**config.mk**
```make
export PLATFORM = sky130hd
export DESIGN_NAME = mem_fill_arbiter_flat
export DESIGN_NICKNAME = d
export VERILOG_FILES = /design/src/rtl/mem_fill_arbiter_if.sv /design/src/rtl/mem_fill_arbiter.sv /design/src/flat_wrapper.sv
export SDC_FILE = /design/constraint.sdc
export NUM_CORES = 1
export LEC_CHECK = 0
export ABC_AREA = 1
export CELL_PAD_IN_SITES_DETAIL_PLACEMENT = 0
export CELL_PAD_IN_SITES_GLOBAL_PLACEMENT = 2
export CORE_UTILIZATION = 18
export CTS_BUF_LIST = sky130_fd_sc_hd__clkbuf_16
export CTS_CLUSTER_DIAMETER = 120
export DETAILED_ROUTE_END_ITERATION = 10
export PLACE_DENSITY = 0.87
export SYNTH_ARGS = -nofsm -noshare
export SYNTH_HDL_FRONTEND = slang
export SYNTH_SLANG_ARGS = --single-unit
```
**constraint.sdc**
```tcl
create_clock -name clk -period 2 [get_ports clk]
set_input_delay 0.3 -clock clk [delete_from_list [all_inputs] [get_ports clk]]
set_output_delay 0.3 -clock clk [all_outputs]
set_load 0.01 [all_outputs]
```
**src/rtl/mem_fill_arbiter_if.sv**
```systemverilog
// Cache-fill bus between the I/D caches, main memory and the fill arbiter.
//   master : arbiter side (takes miss requests and memory returns, drives
//            memory reads, data-array writes, done pulses and busy)
//   slave  : environment side (caches + memory)
interface mem_fill_arbiter_if;
  logic        i_miss;
  logic [15:0] i_miss_addr;
  logic        d_miss;
  logic [15:0] d_miss_addr;
  logic        mem_en;
  logic [15:0] mem_addr;
  logic        mem_data_valid;
  logic [15:0] mem_data;
  logic [15:0] fill_data;
  logic [2:0]  fill_word;
  logic        i_write;
  logic        d_write;
  logic        i_done;
  logic        d_done;
  logic        busy;

  modport master (
    input  i_miss, i_miss_addr, d_miss, d_miss_addr, mem_data_valid, mem_data,
    output mem_en, mem_addr, fill_data, fill_word, i_write, d_write,
           i_done, d_done, busy
  );

  modport slave (
    output i_miss, i_miss_addr, d_miss, d_miss_addr, mem_data_valid, mem_data,
    input  mem_en, mem_addr, fill_data, fill_word, i_write, d_write,
           i_done, d_done, busy
  );
endinterface

```
**src/rtl/mem_fill_arbiter.sv**
```systemverilog
// Arbitrates I-cache and D-cache block fills onto one main-memory read port.
// A granted fill issues eight word reads of a 16-byte block, steers each
// returned word into the owner's data array, then pulses the owner's done.
// Ports:
//   clk : rising-edge clock
//   rst : synchronous active-high reset
//   bus : mem_fill_arbiter_if.master (miss requests, memory port, fill
//         writes, done pulses, busy stall)
module mem_fill_arbiter (
  input  logic                      clk,
  input  logic                      rst,
  mem_fill_arbiter_if.master        bus
);

  typedef enum logic [1:0] {IDLE, FILL, DONE} state_t;

  state_t      state, state_next;
  logic [3:0]  issue_cnt;
  logic [2:0]  rcv_cnt;
  logic        owner_d;
  logic [15:0] base;
  logic        in_fill;

  assign in_fill = (state == FILL);

  always_ff @(posedge clk) begin
    if (rst) begin
      state     <= IDLE;
      issue_cnt <= '0;
      rcv_cnt   <= '0;
      owner_d   <= 1'b1;
      base      <= '0;
    end else begin
      state <= state_next;
      case (state)
        IDLE: begin
          issue_cnt <= '0;
          rcv_cnt   <= '0;
          // D wins ties; owner and base are only latched here, so later
          // request or address changes cannot disturb a running fill.
          if (bus.d_miss) begin
            owner_d <= 1'b1;
            base    <= bus.d_miss_addr & 16'hFFF0;
          end else if (bus.i_miss) begin
            owner_d <= 1'b0;
            base    <= bus.i_miss_addr & 16'hFFF0;
          end
        end
        FILL: begin
          if (!issue_cnt[3]) issue_cnt <= issue_cnt + 4'd1;
          if (bus.mem_data_valid) rcv_cnt <= rcv_cnt + 3'd1;
        end
        DONE: begin
          issue_cnt <= '0;
          rcv_cnt   <= '0;
        end
        default: begin
          issue_cnt <= '0;
          rcv_cnt   <= '0;
        end
      endcase
    end
  end

  always_comb begin
    state_next    = state;
    bus.mem_en    = 1'b0;
    bus.mem_addr  = '0;
    bus.fill_data = '0;
    bus.fill_word = '0;
    bus.i_write   = 1'b0;
    bus.d_write   = 1'b0;
    bus.i_done    = 1'b0;
    bus.d_done    = 1'b0;
    bus.busy      = 1'b0;

    case (state)
      IDLE:    if (bus.d_miss || bus.i_miss) state_next = FILL;
      FILL:    if (bus.mem_data_valid && rcv_cnt == 3'd7) state_next = DONE;
      DONE:    state_next = IDLE;
      default: state_next = IDLE;
    endcase

    // Outputs are held at zero while rst is high, even in the cycle before
    // the synchronous reset has taken the state register back to IDLE.
    if (!rst) begin
      bus.busy = (state == FILL) || (state == DONE);
      if (in_fill && !issue_cnt[3]) begin
        bus.mem_en   = 1'b1;
        bus.mem_addr = base + {11'd0, issue_cnt[2:0], 1'b0};
      end
      if (in_fill && bus.mem_data_valid) begin
        bus.fill_data = bus.mem_data;
        bus.fill_word = rcv_cnt;
        bus.d_write   = owner_d;
        bus.i_write   = !owner_d;
      end
      if (state == DONE) begin
        bus.d_done = owner_d;
        bus.i_done = !owner_d;
      end
    end
  end

endmodule

```
**src/flat_wrapper.sv**
```systemverilog
// flat-port wrapper written by rule: the top's interface ports become plain ports
module mem_fill_arbiter_flat 
  (clk, rst, bus_i_miss, bus_i_miss_addr, bus_d_miss, bus_d_miss_addr, bus_mem_data_valid, bus_mem_data, bus_mem_en, bus_mem_addr, bus_fill_data, bus_fill_word, bus_i_write, bus_d_write, bus_i_done, bus_d_done, bus_busy);
  mem_fill_arbiter_if bus_i ();
  input  logic clk;
  input  logic rst;
  input wire logic [$bits(bus_i.i_miss)-1:0] bus_i_miss;
  input wire logic [$bits(bus_i.i_miss_addr)-1:0] bus_i_miss_addr;
  input wire logic [$bits(bus_i.d_miss)-1:0] bus_d_miss;
  input wire logic [$bits(bus_i.d_miss_addr)-1:0] bus_d_miss_addr;
  input wire logic [$bits(bus_i.mem_data_valid)-1:0] bus_mem_data_valid;
  input wire logic [$bits(bus_i.mem_data)-1:0] bus_mem_data;
  output wire logic [$bits(bus_i.mem_en)-1:0] bus_mem_en;
  output wire logic [$bits(bus_i.mem_addr)-1:0] bus_mem_addr;
  output wire logic [$bits(bus_i.fill_data)-1:0] bus_fill_data;
  output wire logic [$bits(bus_i.fill_word)-1:0] bus_fill_word;
  output wire logic [$bits(bus_i.i_write)-1:0] bus_i_write;
  output wire logic [$bits(bus_i.d_write)-1:0] bus_d_write;
  output wire logic [$bits(bus_i.i_done)-1:0] bus_i_done;
  output wire logic [$bits(bus_i.d_done)-1:0] bus_d_done;
  output wire logic [$bits(bus_i.busy)-1:0] bus_busy;
  assign bus_i.i_miss = bus_i_miss;
  assign bus_i.i_miss_addr = bus_i_miss_addr;
  assign bus_i.d_miss = bus_d_miss;
  assign bus_i.d_miss_addr = bus_d_miss_addr;
  assign bus_i.mem_data_valid = bus_mem_data_valid;
  assign bus_i.mem_data = bus_mem_data;
  assign bus_mem_en = bus_i.mem_en;
  assign bus_mem_addr = bus_i.mem_addr;
  assign bus_fill_data = bus_i.fill_data;
  assign bus_fill_word = bus_i.fill_word;
  assign bus_i_write = bus_i.i_write;
  assign bus_d_write = bus_i.d_write;
  assign bus_i_done = bus_i.i_done;
  assign bus_d_done = bus_i.d_done;
  assign bus_busy = bus_i.busy;
  mem_fill_arbiter u_core (.clk(clk), .rst(rst), .bus(bus_i));
endmodule
```
**Yosys cells after proc, flatten, opt, wreduce, memory -nomap -nowiden**

Index checks and enable logic that the tools add are counted.

- Flip-flop bits (word level): 26
- Input bits: 53
- Output and inout port bits: 41
- Logic and storage cells: 52

- $add $sub $neg: 3
- Eq/ne operators: 5
- Muxes and demuxes: 25
- Bitwise gates (word level): 1
- Reduce and logical (&&, ||, !) cells: 12

Operator list:

| kind | number |
|---|---|
| $mux 16 | 6 |
| $add 16x4->16 | 1 |
| $mux 1 | 13 |
| $mux 3 | 2 |
| $add 4x1->4 const B | 1 |
| $mux 2 | 2 |
| $mux 4 | 1 |
| $pmux 2 s2 | 1 |
| $reduce_and 2->1 | 2 |
| $add 3x1->3 const B | 1 |
| $eq 3x3->1 const B | 1 |
| $logic_and 1x1->1 | 3 |
| $eq 2x1->1 const B | 1 |
| $eq 2x2->1 const B | 1 |
| $logic_not 1->1 | 2 |
| $logic_not 2->1 | 1 |
| $logic_or 1x1->1 | 2 |
| $ne 2x1->1 const B | 1 |
| $ne 2x2->1 const B | 1 |
| $reduce_bool 2->1 | 1 |
| $reduce_or 2->1 | 1 |
| $not 1->1 | 1 |

**Depth between registers and ports, before layout**

Gate-level depths: netlist of the first run.

- Word-level depth: 4
- Gate-level depth with buffers: 8
- Depth with buffers taken out: 7

**Worst setup path before layout of the first run**

No wires, ideal clock.

- Kind: register to output
- Start point: register u_core.state[1]
- End point: output port bus_mem_addr[10]
- Data arrival time: 1.156 ns
- Data required time: 1.700 ns
- Path slack: 0.544 ns
- Cell stages (with the launch flop): 8
- Path buffers: 1
- Path through: dfxtp_1 inv_1 ha_1 nand2_4 nor2_4 inv_2 buf_6 nor2_1

- Longest elaborated chain between the ends: 4

Ends and longest elaborated chain:

| item | line | RTL |
|---|---|---|
| from (decl) | mem_fill_arbiter.sv:17 | `state_t state, state_next;` |
| from (signal assigned) | mem_fill_arbiter.sv:34 | `state <= state_next;` |
| $eq 2x1->1 | mem_fill_arbiter.sv:24 | `assign in_fill = (state == FILL);` |
| $logic_and 1x1->1 | mem_fill_arbiter.sv:88 | `if (in_fill && !issue_cnt[3]) begin` |
| $mux 16 | mem_fill_arbiter.sv:88 |  |
| $mux 16 | mem_fill_arbiter.sv:86 | `if (!rst) begin` |
| to (decl) | flat_wrapper.sv:14 | `output wire logic [$bits(bus_i.mem_addr)-1:0] bus_mem_addr;` |

No other way between the ends.

**Final worst setup path of the first run**

- Start point: register u_core.state[1]
- End point: output port bus_mem_addr[6]

Same word-level chain as after synthesis.

==> results of run 1 <==
-- final timing paths --
| kind | cells after the start | slack, ns | end |
|---|---|---|---|
| worst min-delay path | 2 | 0.48 | u_core.rcv_cnt[1] |
| worst max register to register | 7 | 0.54 | u_core.base[7] |
| worst max-delay path | 7 | 0.13 | bus_mem_addr[6] |
| worst min register to register | 2 | 0.48 | u_core.rcv_cnt[1] |
-- Yosys cell counts (all sizes together) --
cell / instances / area (sq um)
a21oi: 8 / 40.0
nor2: 68 / 280
dfxtp: 22 / 440
ha: 7 / 87.6
nand2: 44 / 173
conb: 1 / 3.75
buf: 10 / 77.6
inv: 41 / 154
o21ai: 27 / 135
clkbuf: 2 / 7.51
nor3: 2 / 10.0
a211oi: 1 / 7.51
nand3: 2 / 10.0
-- sequential cells by signal, indices dropped and copies added, names as in the netlist --
name              cells
u_core.issue_cnt      4
u_core.state          2
u_core.base          12
u_core.rcv_cnt        3
u_core.owner_d        1
-- power groups by stage --
stage               Clock [uW]  Combinational (uW)  Sequential [uW]
finish                     574                 472              536
detailed placement           0                 503              544
CTS                        592                 483              535
global placement             0                 498              543
global route               605                 547              545
floorplan                    0                 300              536
-- final cells by class --
class	instances	share of cell area, %
Clock inverter	1	1.23
Tap cell	102	5.23
Clock buffer	3	3.07
Multi-Input combinational cell	160	30.7
Inverter	41	6.40
Sequential cell	22	18.0
Timing Repair Buffer	93	35.3
-- stage by stage --
step,hold slack [ns],cells,util (%),power [uW]
after floorplan,0.369,235,-,836
after global placement,0.468,418,30.9,1040
after detailed placement,0.470,418,30.9,1050
after CTS,0.480,422,31.7,1610
after global routing,0.492,422,31.8,1700
final,0.477,422,31.8,1580
-- cells in the final DEF, fill, tap and decap left out, drive strengths merged --
cell type      netlist  routed
dfxtp               22      22
nand3                2       2
clkbuf               2       4
nor3                 2       2
nand2               44      44
nor2                68      68
a211oi               1       1
clkdlybuf4s15        0       4
buf                 10       9
bufinv               0       1
conb                 1       1
dlygate4sd2          0      35
o21ai               27      27
a21oi                8       8
ha                   7       7
inv                 41      41
clkdlybuf4s50        0      44
-- logic make-up (layout without fill, tap and decap cells) --
| group | count (synthesis) | count (layout) |
|---|---|---|
| AO/OA/AOI/OAI | 36 | 36 |
| other | 1 | 1 |
| AND/OR/NAND/NOR | 116 | 116 |
| buffers and inverters | 53 | 138 |
| flip-flops | 22 | 22 |
| adder cells (fa/ha/maj) | 7 | 7 |
-- worst max-delay path, delay by kind of cell, from the launching register on --
family / cells / cell delay (ns)
AND/OR/NAND/NOR: 3 / 0.29
flip-flops: 1 / 0.33
adder cells (fa/ha/maj): 1 / 0.21
buffers and inverters: 3 / 0.48
-- routing by layer --
metal	up-vias	routed length, um	track usage [%]
met2	64	1710	17.7
met4	0	53	3.57
li1	870	-	-
met3	5	368	3.18
met5	-	0	0
met1	639	1980	12.4
-- repair_timing --
item / CTS / global route
endpoints found under the hold margin: 0 / 0
endpoints found under the setup margin: 40 / 5
gates resized for setup: 42 / 7
==> results.toml, run 1 <==
[die]
die_h_um = 91.0
pin_count = 94
die_outline_area_sq_um = 8280
core_region_area_sq_um = 7690
rows = 32
die_width_um = 91.0
initial_core_util_pct = 18.6

[timing]
postLayoutSetupSlackWorst_ns = 0.126
report.final.hold_viol_count = 0
finClkSkew_ns = 0.00860
maxSlewViolCount = 0
rsz0062_at_grt = "true"
minimum_clock_period_ns = 1.87
layout_worst_path_cycle_share_pct = 93.7
fmaxAchievable_ghz = 0.533
setup-tns-final_ns = 0
report.final.setup_viol = 0

[final_layout]
diodes_inserted = 0
multi_input_area_sq_um = 749
syn_to_final_growth_pct = 71.2
layout.area.seq_sq_um = 440
layout-drive-gt1-share_pct = 7.19
layout.cell_area.non_filler_sq_um = 2440
design.final.nets = 381
final.fill_count = 868

[run_status]
status = "finished clean"

[routing]
postRouteAntennaNets = 0
dr_total_vias = 1578
routed_via_density = 3.74
first_pass_iters = 4
routed_wl_mm = 4.10
drc = 0
drt_first_iter_violations = 55
detail_route.wl_per_cell_um = 9.73

[synth]
syn_inst = 235
synth.net_count = 295
muxShareOfSynthArea_pct = 0
yosysUniqueCellTypes = 20
synth_compound_area_share_pct = 12.8
synth.cell_area_sq_um = 1430
post_synth_xor_area_fraction_pct = 0
synth_top_family_by_area = "simple AND/OR/NAND/NOR gates"
synth-simple-area-share_pct = 33.2
synth-seq-cells = 22
synth-seq-area-share_pct = 30.9
synthesis.yosys.warnings = 0
synth-adder-area-share_pct = 6.14
syn_area_per_cell_sq_um = 6.07

[worst_setup_path]
crit_slowest_cell = "sky130_fd_sc_hd__dfxtp_1"
timing.critical_path.cells = "inv_1, ha_2, nand2_4, nor2_4, inv_4, nor2_1, dlygate4sd2_1"
cp_data_required_time_ns = 1.70
worst_path_largest_cell_delay_ns = 0.33
timing.critical_path.to_type = "output pin"
timing.rr.start = "u_core.state[1]"
cp.arrival_ns = 1.57
timing_worst_setup_path_type = "register to output pin"
critPathMaxFanout = 15
crit_start = "u_core.state[1]"
setup.worst_path.start_class = "register"

[clocking]
clock_tree.root_cell = "sky130_fd_sc_hd__clkbuf_16"
worstSkewPairLatency_ns = 0.26
cts_max_path_buffers = 2
numClockSinks = 22
cts_hold_buf = 0
post_cts.repair.setup_buffers = 0
htree_levels = 1
cts_tree = "yes"
register_clock_pin_slew_on_the_reported_worst_setup_and_hold_paths_ns = 0.07
cts_buffer_count = 3

[placement]
buffer_ports.inserted = 84
routabilityCongestion = 0.739
dp_worst_setup_slack_ns = -0.125
placedInstanceArea_sq_um = 2380
estimated_wirelength_of_the_detail_placed_design_mm = 3.13

[power_and_ir_drop]
clock_power_share_pct = 36.3
power_leakage_uw = 0.00122
power_per_cell_area_nw_per_um2 = 647
p_switching_uw = 464
switching_share_pct = 29.3
internal_dissipation_uw = 1120
power_frac_seq_pct = 33.9
max-vdd-ir-drop_mv = 0.257
combPwrFrac_pct = 29.8

[hold_path]
min_path_type = "register to register"
hp-start = "u_core.rcv_cnt[1]"

[global_route]
grt_max_degree = 26
grt_total_ovfl = 0
via_count_of_the_first_global_routing_pass = 1577
antenna_found_initial = 0
grtUsageTotal_pct = 10.4
first_pass_grt_wire_length_mm = 6.99

[flow_run]
max_cap_violations = 0
Power figures use the tool's default switching activity.
==> run 2: changes to the inputs <==
==> constraint.sdc (replaced) <==
create_clock -name clk -period 2 [get_ports clk]
set_input_delay 0.2 -clock clk [delete_from_list [all_inputs] [get_ports clk]]
set_output_delay 0.2 -clock clk [all_outputs]
set_load 0.01 [all_outputs]
==> run 2 against run 1 <==
Clock power shrank 3%. Core utilization shrank 0.098 points. Largest power group unchanged. Largest cell class unchanged. Highest routed layer unchanged. Setup slack gained 0.021 ns. Global-route usage shrank 0.14 points.
==> results.toml, run 2 (synthesized netlist as in run 1, its figures left out) <==
[placement]
routabilityCongestion = 0.730
buffer_ports.inserted = 84
dp_worst_setup_slack_ns = 0.0449
placed_cell_count = 416
estimated_wirelength_of_the_detail_placed_design_mm = 3.17

[global_route]
grt_max_degree = 26
grt_total_ovfl = 0
antenna_found_initial = 0
via_count_of_the_first_global_routing_pass = 1550
first_pass_grt_wire_length_mm = 6.99
grtUsageTotal_pct = 10.3

[final_layout]
layout-drive-gt1-share_pct = 6.60
layout.cells.most_common = "sky130_fd_sc_hd__nor2_1"
final.fill_count = 856
design.final.nets = 379
diodes_inserted = 0
largest_register_ff_count = 12
largest-register = "u_core.base"
syn_to_final_growth_pct = 70.7
layout_common_cells = "64 x sky130_fd_sc_hd__nor2_1, 47 x sky130_fd_sc_hd__clkdlybuf4s50_1, 43 x sky130_fd_sc_hd__nand2_1"
layout.cells.non_filler = 420
largest_registers = "u_core.base (12), u_core.issue_cnt (4), u_core.rcv_cnt (3)"

[routing]
dr_total_vias = 1563
routed_via_density = 3.72
first_pass_iters = 4
routed_wl_mm = 4.09
drc = 0
postRouteAntennaNets = 0
detail_route.wl_per_cell_um = 9.73
drt_first_iter_violations = 39

[power_and_ir_drop]
power_per_cell_area_nw_per_um2 = 642
max-vdd-ir-drop_mv = 0.210
power_leakage_uw = 0.00123

[timing]
finClkSkew_ns = 0.00230
rsz0062_at_grt = "false"
setup-tns-final_ns = 0
fmaxAchievable_ghz = 0.540
worst_hold_slack_ns = 0.481
postLayoutSetupSlackWorst_ns = 0.147
layout_worst_path_cycle_share_pct = 92.7
report.final.hold_viol_count = 0
maxSlewViolCount = 0
minimum_clock_period_ns = 1.85
report.final.setup_viol = 0

[clocking]
cts_max_path_buffers = 2
htree_levels = 1
cts_buffer_count = 3
post_cts.repair.setup_buffers = 0
clock_tree.root_cell = "sky130_fd_sc_hd__clkbuf_16"
numClockSinks = 22
worstSkewPairLatency_ns = 0.25
register_clock_pin_slew_on_the_reported_worst_setup_and_hold_paths_ns = 0.06
cts_tree = "yes"

[worst_setup_path]
critPathMaxFanout = 6
cp_data_required_time_ns = 1.80
cp.arrival_ns = 1.65
timing_worst_setup_path_type = "register to output pin"
setup.worst_path.start_class = "register"
timing.critical_path.to_type = "output pin"

[die]
pin_count = 94
rows = 32
die_outline_area_sq_um = 8280
core_region_area_sq_um = 7690
initial_core_util_pct = 18.6
die_width_um = 91.0
die_h_um = 91.0

[run_status]
status = "finished clean"

[flow_run]
max_cap_violations = 0

[hold_path]
min_path_type = "register to register"
==> run 2: cell count changes in the layout (fill, tap and decap cells not counted), sizes merged <==
cell | before | now
dlymetal6s2s | 0 | 1
clkdlybuf4s50 | 44 | 47
clkbuf | 4 | 3
clkdlybuf4s15 | 4 | 0
dlygate4sd2 | 35 | 36
buf | 9 | 7
==> run 2: layout make-up <==
class                   count  area [sq um]  area share [%]
well taps                 102           128            5.24
clock inverters             1          30.0            1.23
multi-input cells         160           749            30.8
inverters                  41           156            6.42
flip-flops and latches     22           442            18.1
clock buffers               3          75.1            3.08
repair buffers             91           855            35.1
==> run 2: timing repair <==
item                                    CTS  global route
gates resized for setup                  39             2
endpoints found under the setup margin   36             1
hold buffers                              0             0
==> run 2: metal layers <==
metal | vias up | GRT usage (%) | wire length, um
met2 | 63 | 16.6 | 1760
met3 | 2 | 2.51 | 322
li1 | 866 | - | -
met1 | 632 | 13.4 | 1980
met4 | 0 | 3.17 | 24
met5 | - | 0 | 0
==> run 2: final timing paths <==
kind,start,endpoint,slack (ns),cells past startpoint
worst max register to register,u_core.state[1],u_core.base[5],0.54,7
worst max-delay path,u_core.state[1],bus_mem_en,0.15,5
worst min register to register,u_core.rcv_cnt[1],u_core.rcv_cnt[1],0.48,2
worst min-delay path,u_core.rcv_cnt[1],u_core.rcv_cnt[1],0.48,2
==> run 2: worst max-delay path: stages, from the launching register on <==
cell and delay (ns):
sky130_fd_sc_hd__dfxtp_1 0.33, sky130_fd_sc_hd__inv_1 0.11, sky130_fd_sc_hd__ha_2 0.21, sky130_fd_sc_hd__nand2_4 0.09, sky130_fd_sc_hd__nor2_4 0.12, sky130_fd_sc_hd__clkdlybuf4s50_1 0.54
==> run 2: per-stage QoR <==
stage / instance area, sq um / total power (uW) / util [%]
after global placement: 2360 / 1030 / 30.7
after CTS: 2430 / 1600 / 31.6
final: 2430 / 1560 / 31.7
after floorplan: 1430 / 836 / -
after global routing: 2430 / 1680 / 31.7
after detailed placement: 2360 / 1040 / 30.7
==> run 2: report_power, final <==
part	switching [uW]	internal, uW
clock network	161	397
registers	36.2	502
logic	251	217
==> run 3: changes to the inputs <==
--- a/config.mk
+++ b/config.mk
@@ -6,8 +6,10 @@
 export NUM_CORES = 1
 export LEC_CHECK = 0
 export ABC_AREA = 1
+export CAP_MARGIN = 20
 export CELL_PAD_IN_SITES_DETAIL_PLACEMENT = 0
 export CELL_PAD_IN_SITES_GLOBAL_PLACEMENT = 2
+export CORE_ASPECT_RATIO = 0.8
 export CORE_UTILIZATION = 18
 export CTS_BUF_LIST = sky130_fd_sc_hd__clkbuf_16
 export CTS_CLUSTER_DIAMETER = 120
==> run 3 against run 2 <==
Global-route usage is 0.27 points lower. Hold slack better by 0.0025 ns. Critical path type unchanged. Setup slack worse by 0.0042 ns. Sequential power hardly changed. Clock-buffer cell count stayed put. Cell count is 0.48% higher. Cell area is 0.36% higher. Core utilization is 0.77 points higher. First-iteration DRC count is 2.6% lower. Clock power hardly changed. Largest power group unchanged. Maximum frequency is 0.22% lower. Critical endpoint unchanged. Combinational power is 0.9% higher.
==> results.toml, run 3 (synthesized netlist as in run 1, its figures left out) <==
[flow_run]
max_cap_violations = 0

[timing]
report.final.hold_viol_count = 0
rsz0062_at_grt = "false"
finClkSkew_ns = 0.00182
maxSlewViolCount = 0
layout_worst_path_cycle_share_pct = 92.9
postLayoutSetupSlackWorst_ns = 0.143
fmaxAchievable_ghz = 0.538
minimum_clock_period_ns = 1.86
setup-tns-final_ns = 0
report.final.setup_viol = 0

[clocking]
worstSkewPairLatency_ns = 0.25
cts_max_path_buffers = 2
cts_repair_resize_count = 38
htree_levels = 1
cts_tree = "yes"
cts_hold_buf = 0
cts_buffer_count = 3
numClockSinks = 22
clock_tree.root_cell = "sky130_fd_sc_hd__clkbuf_16"
register_clock_pin_slew_on_the_reported_worst_setup_and_hold_paths_ns = 0.06
post_cts.repair.setup_buffers = 0

[routing]
routed_via_density = 3.73
drc = 0
dr_total_vias = 1576
first_pass_iters = 4
detail_route.wl_per_cell_um = 9.82
postRouteAntennaNets = 0
routed_wl_mm = 4.15
drt_first_iter_violations = 38

[worst_setup_path]
timing.critical_path.to_type = "output pin"
worst_path_largest_cell_delay_ns = 0.55
cp_data_required_time_ns = 1.80
worst-path-buf-inv = 2
critPathMaxFanout = 6
timing.critical_path.cells = "inv_1, ha_2, nand2_4, nor2_4, clkdlybuf4s50_1"
timing_worst_setup_path_type = "register to output pin"
crit_slowest_cell = "sky130_fd_sc_hd__clkdlybuf4s50_1"
cp.arrival_ns = 1.66
critical-path-top-delay-family = "buffers and inverters"
setup.worst_path.start_class = "register"

[placement]
routabilityCongestion = 0.681
placedInstanceArea_sq_um = 2370
estimated_wirelength_of_the_detail_placed_design_mm = 3.24
buffer_ports.inserted = 84
dp_worst_setup_slack_ns = 0.0318

[final_layout]
diodes_inserted = 0
layout.cell_area.non_filler_sq_um = 2440
largest-register = "u_core.base"
syn_to_final_growth_pct = 71.3
design.final.nets = 378
layout.cells.most_common = "sky130_fd_sc_hd__nor2_1"
largest_register_ff_count = 12
layout-drive-gt1-share_pct = 5.99
layout_common_cells = "64 x sky130_fd_sc_hd__nor2_1, 48 x sky130_fd_sc_hd__clkdlybuf4s50_1, 43 x sky130_fd_sc_hd__nand2_1"
largest_registers = "u_core.base (12), u_core.issue_cnt (4), u_core.rcv_cnt (3)"

[die]
die_h_um = 81.6
initial_core_util_pct = 18.9
core_region_area_sq_um = 7530
die_width_um = 102
rows = 28
die_outline_area_sq_um = 8290
pin_count = 94

[power_and_ir_drop]
power_leakage_uw = 0.00122
max-vdd-ir-drop_mv = 0.356
power_per_cell_area_nw_per_um2 = 641

[global_route]
via_count_of_the_first_global_routing_pass = 1422
first_pass_grt_wire_length_mm = 6.61
antenna_found_initial = 0
grtUsageTotal_pct = 10.0
grt_max_degree = 26
grt_total_ovfl = 0

[run_status]
status = "finished clean"

[hold_path]
min_path_type = "register to register"
-- run 3: cell count changes in the layout (fill, tap and decap cells not counted), sizes merged --
cell / delta
clkdlybuf4s50: +1
buf: -1
dlygate4sd2: -1
-- run 3: metal layers --
metal | up-vias | track usage, % | share of wire [%]
met5 | - | 0 | 0
met4 | 0 | 1.30 | 0.24
met3 | 2 | 2.89 | 4.3
met2 | 29 | 17.4 | 47
met1 | 680 | 12.6 | 48
li1 | 865 | - | -
-- run 3: final timing paths --
check | start | endpoint | slack [ns] | cells past startpoint
max | u_core.state[1] | bus_mem_en | 0.14 | 5
min | u_core.state[1] | u_core.state[1] | 0.48 | 2
max reg2reg | u_core.state[1] | u_core.base[7] | 0.54 | 7
min reg2reg | u_core.state[1] | u_core.state[1] | 0.48 | 2
-- run 3: area by class of cell --
class                           instances  area, sq um
Fill cell                             856         5090
Timing Repair Buffer                   90          861
Clock buffer                            3         75.1
Tap cell                              105          131
Sequential cell                        22          440
Multi-Input combinational cell        160          749
Clock inverter                          1         30.0
Inverter                               41          156
-- run 3: worst reg2reg max path, cell delays in order, from the launching register on --
cell	delay [ns]
sky130_fd_sc_hd__dfxtp_1	0.32
sky130_fd_sc_hd__inv_1	0.11
sky130_fd_sc_hd__ha_1	0.20
sky130_fd_sc_hd__inv_1	0.07
sky130_fd_sc_hd__nor2_4	0.29
sky130_fd_sc_hd__inv_2	0.18
sky130_fd_sc_hd__nor2_1	0.13
sky130_fd_sc_hd__nor2_1	0.05
-- run 3: power by group --
part           internal, uW  switching (uW)  total [uW]
Sequential              501            35.4         536
Clock                   397             161         558
Combinational           220             252         472
-- run 3: per-stage QoR --
stage / hold slack, ns / instances / total power, uW / util (%)
after floorplan: 0.269 / 235 / 836 / -
after global placement: 0.470 / 418 / 1040 / 31.5
after detailed placement: 0.470 / 418 / 1040 / 31.5
after CTS: 0.483 / 422 / 1600 / 32.4
after global routing: 0.501 / 422 / 1680 / 32.4
final: 0.484 / 422 / 1570 / 32.4
==> edit: new RTL, settings of run 3 <==
Re-encode `state_t` (3 states) as one-hot, 3 bits wide.
--- a/src/rtl/mem_fill_arbiter.sv
+++ b/src/rtl/mem_fill_arbiter.sv
@@ -12,7 +12,7 @@
   mem_fill_arbiter_if.master        bus
 );
 
-  typedef enum logic [1:0] {IDLE, FILL, DONE} state_t;
+  typedef enum logic [2:0] {IDLE = 3'b001, FILL = 3'b010, DONE = 3'b100} state_t;
 
   state_t      state, state_next;
   logic [3:0]  issue_cnt;
Check against the original RTL: same outputs for any inputs over 10 cycles, from zero or initial values and one cycle with rst high; not proved beyond that.
==> edit against run 3 <==
- critical path depth did not move
- routed wire length up 8.5%
- area after synthesis increased by 11%
- via count grew 5.7%
- final area rose by 9.4%
- sequential cell count increased by 1
- die area up 11%
- fmax down 4.2%
- setup slack got worse by 81 ps
- total power fell by 15%
- hold slack worse by 120 ps
- largest cell class is now multi-input combinational cells
- largest power group is now registers
==> edit: results (changes against run 3) <==
CP Data Arrival Time -> 1740 ps (+80 ps)
Largest regs -> u_core.base x12, u_core.issue_cnt x4
Clk sinks -> 23 (+4.5%)
Critical Path Fanout Max -> 26 (+20)
Met2 Use GR -> 0.165 (-0.00884)
Top post-synthesis cells by area -> dfxtp_1 (29%), nand2_1 (23%), nor2_2 (9.4%), nor2_1 (9.0%), inv_1 (5.2%)
Post-place instance area -> 2530 um^2 (+6.6%)
1st-iter DRT viols -> 52 (+37%)
Setup skew after layout -> 3.09 ps (+1.27 ps)
All-Layer GR Usage -> 0.101 (+0.000870)
Via count -> 1666 (+5.7%)
Worst reg2reg path depth -> 4 (-3)
Worst min path class -> input pin to flip-flop
Finished Layout Cells -> 453 (+7.3%)
Met1 usage -> 0.132 (+0.00670)
Syn Nets -> 310 (+5.1%)
Pre-CTS WS -> -18.3 ps (-50.1 ps)
Final HPWL DP -> 3290 um (+1.2%)
Run status -> complete, no violations
Static Leak -> 1.37 nW (+12%)
Synth cell types -> 23 (+15%)
Reg2reg start -> u_core.state[2]$_SDFFE_PP0P_
Layout cells sized above 1 -> 0.173 (+0.113)
Routability congestion estimate -> 0.641 (-6.0%)
First-pass GRT wire length -> 7170 um (+8.5%)
F_max -> 516 MHz (-4.2%)
Vias in the first global route -> 1461 (+2.7%)
Synth cell count leaders -> nand2_1 (99), nor2_1 (38), nor2_2 (24)
R2R setup slack -> 780 ps (+240 ps)
Routed wire length -> 4500 um (+8.5%)
Peak VDD IR -> 0.292 mV (-18%)
Pin count of the biggest net entering global routing -> 27 (+3.8%)
Ys async rst share -> 0 (unchanged)
Cells after DPL -> 444 (+6.2%)
Worst setup path end -> bus_fill_data[8]
RR Endpoint -> u_core.base[10]$_SDFFE_PP0P_
Sequential area share after synthesis -> 0.290 (-0.0190)
Avg Cell Area, Syn -> 6.26 um^2 (+3.1%)
Routing usage on met3 -> 0.0205 (-0.00842)
[edit: cell types whose count changed after synthesis, sizes merged]
cell / delta
a21oi: -2
inv: -15
dfxtp: +1
buf: +1
nand3: +6
nand2: +58
nand3b: +1
ha: -4
a211oi: -1
nor2: +1
o21ai: -27
[edit: layout make-up]
cell class / count / area [um^2]
Fill cell: 957 / 5850
Multi-Input combinational cell: 193 / 957
Timing Repair Buffer: 95 / 936
Sequential cell: 23 / 462
Tap cell: 112 / 140
Inverter: 26 / 97.6
Clock buffer: 3 / 75.1
Clock inverter: 1 / 5.00
[edit: worst max-delay path, stage by stage (launching register included)]
cell and delay [ps]:
dfxtp_1 370, nor3_4 220, nand2_2 80, buf_12 170, nor2_2 80, clkdlybuf4s50_1 540
[edit: cell families after synthesis]
family,Yosys count,share of synthesized area
AND/OR/NAND/NOR,182,0.534
buffers and inverters,39,0.129
flip-flops,23,0.290
AO/OA/AOI/OAI,6,0.0213
adder cells (fa/ha/maj),3,0.0236
other,1,0.00236
[edit: how the worst min path moves through the flow]
stage                                        start                          endpoint  slack (ps)  depth (start not counted)
floorplan                                      rst      u_core.state[1]$_SDFFE_PP0P_         260                          1
global placement    u_core.issue_cnt[3]$_SDFF_PP0_  u_core.issue_cnt[0]$_SDFFE_PP0N_         460                          2
detailed placement  u_core.issue_cnt[3]$_SDFF_PP0_  u_core.issue_cnt[1]$_SDFFE_PP0N_         460                          2
CTS                 u_core.issue_cnt[3]$_SDFF_PP0_  u_core.issue_cnt[1]$_SDFFE_PP0N_         470                          2
global route                                   rst      u_core.state[1]$_SDFFE_PP0P_         390                          3
finish                                         rst      u_core.state[1]$_SDFFE_PP0P_         360                          3
[edit: timing repair]
action / 4_1_cts / 5_1_grt
resized for setup: 21 / 10
cloned: 1 / 0
buffers inserted: 3 / 1
pin swaps: 1 / 0
endpoints found under the setup margin: 18 / 22
[edit: power by group]
part / internal, mW / switching, mW / total (mW) / leakage, nW
Sequential: 0.505 / 0.0203 / 0.525 / 0.189
Combinational: 0.173 / 0.200 / 0.373 / 1.14
Clock: 0.269 / 0.165 / 0.434 / 0.0409
[edit: layer usage]
layer  vias to the layer above  part of all wire
met5                         -                 0
met4                         0            0.0093
met3                         2             0.054
met2                        43              0.45
met1                       703              0.49
li1                        918                 -
[edit: through the flow]
step | power (mW) | util
2_1_floorplan | 0.773 | -
3_3_place_gp | 0.906 | 0.297
3_5_place_dp | 0.909 | 0.297
4_1_cts | 1.36 | 0.310
5_1_grt | 1.43 | 0.314
6_report | 1.33 | 0.314
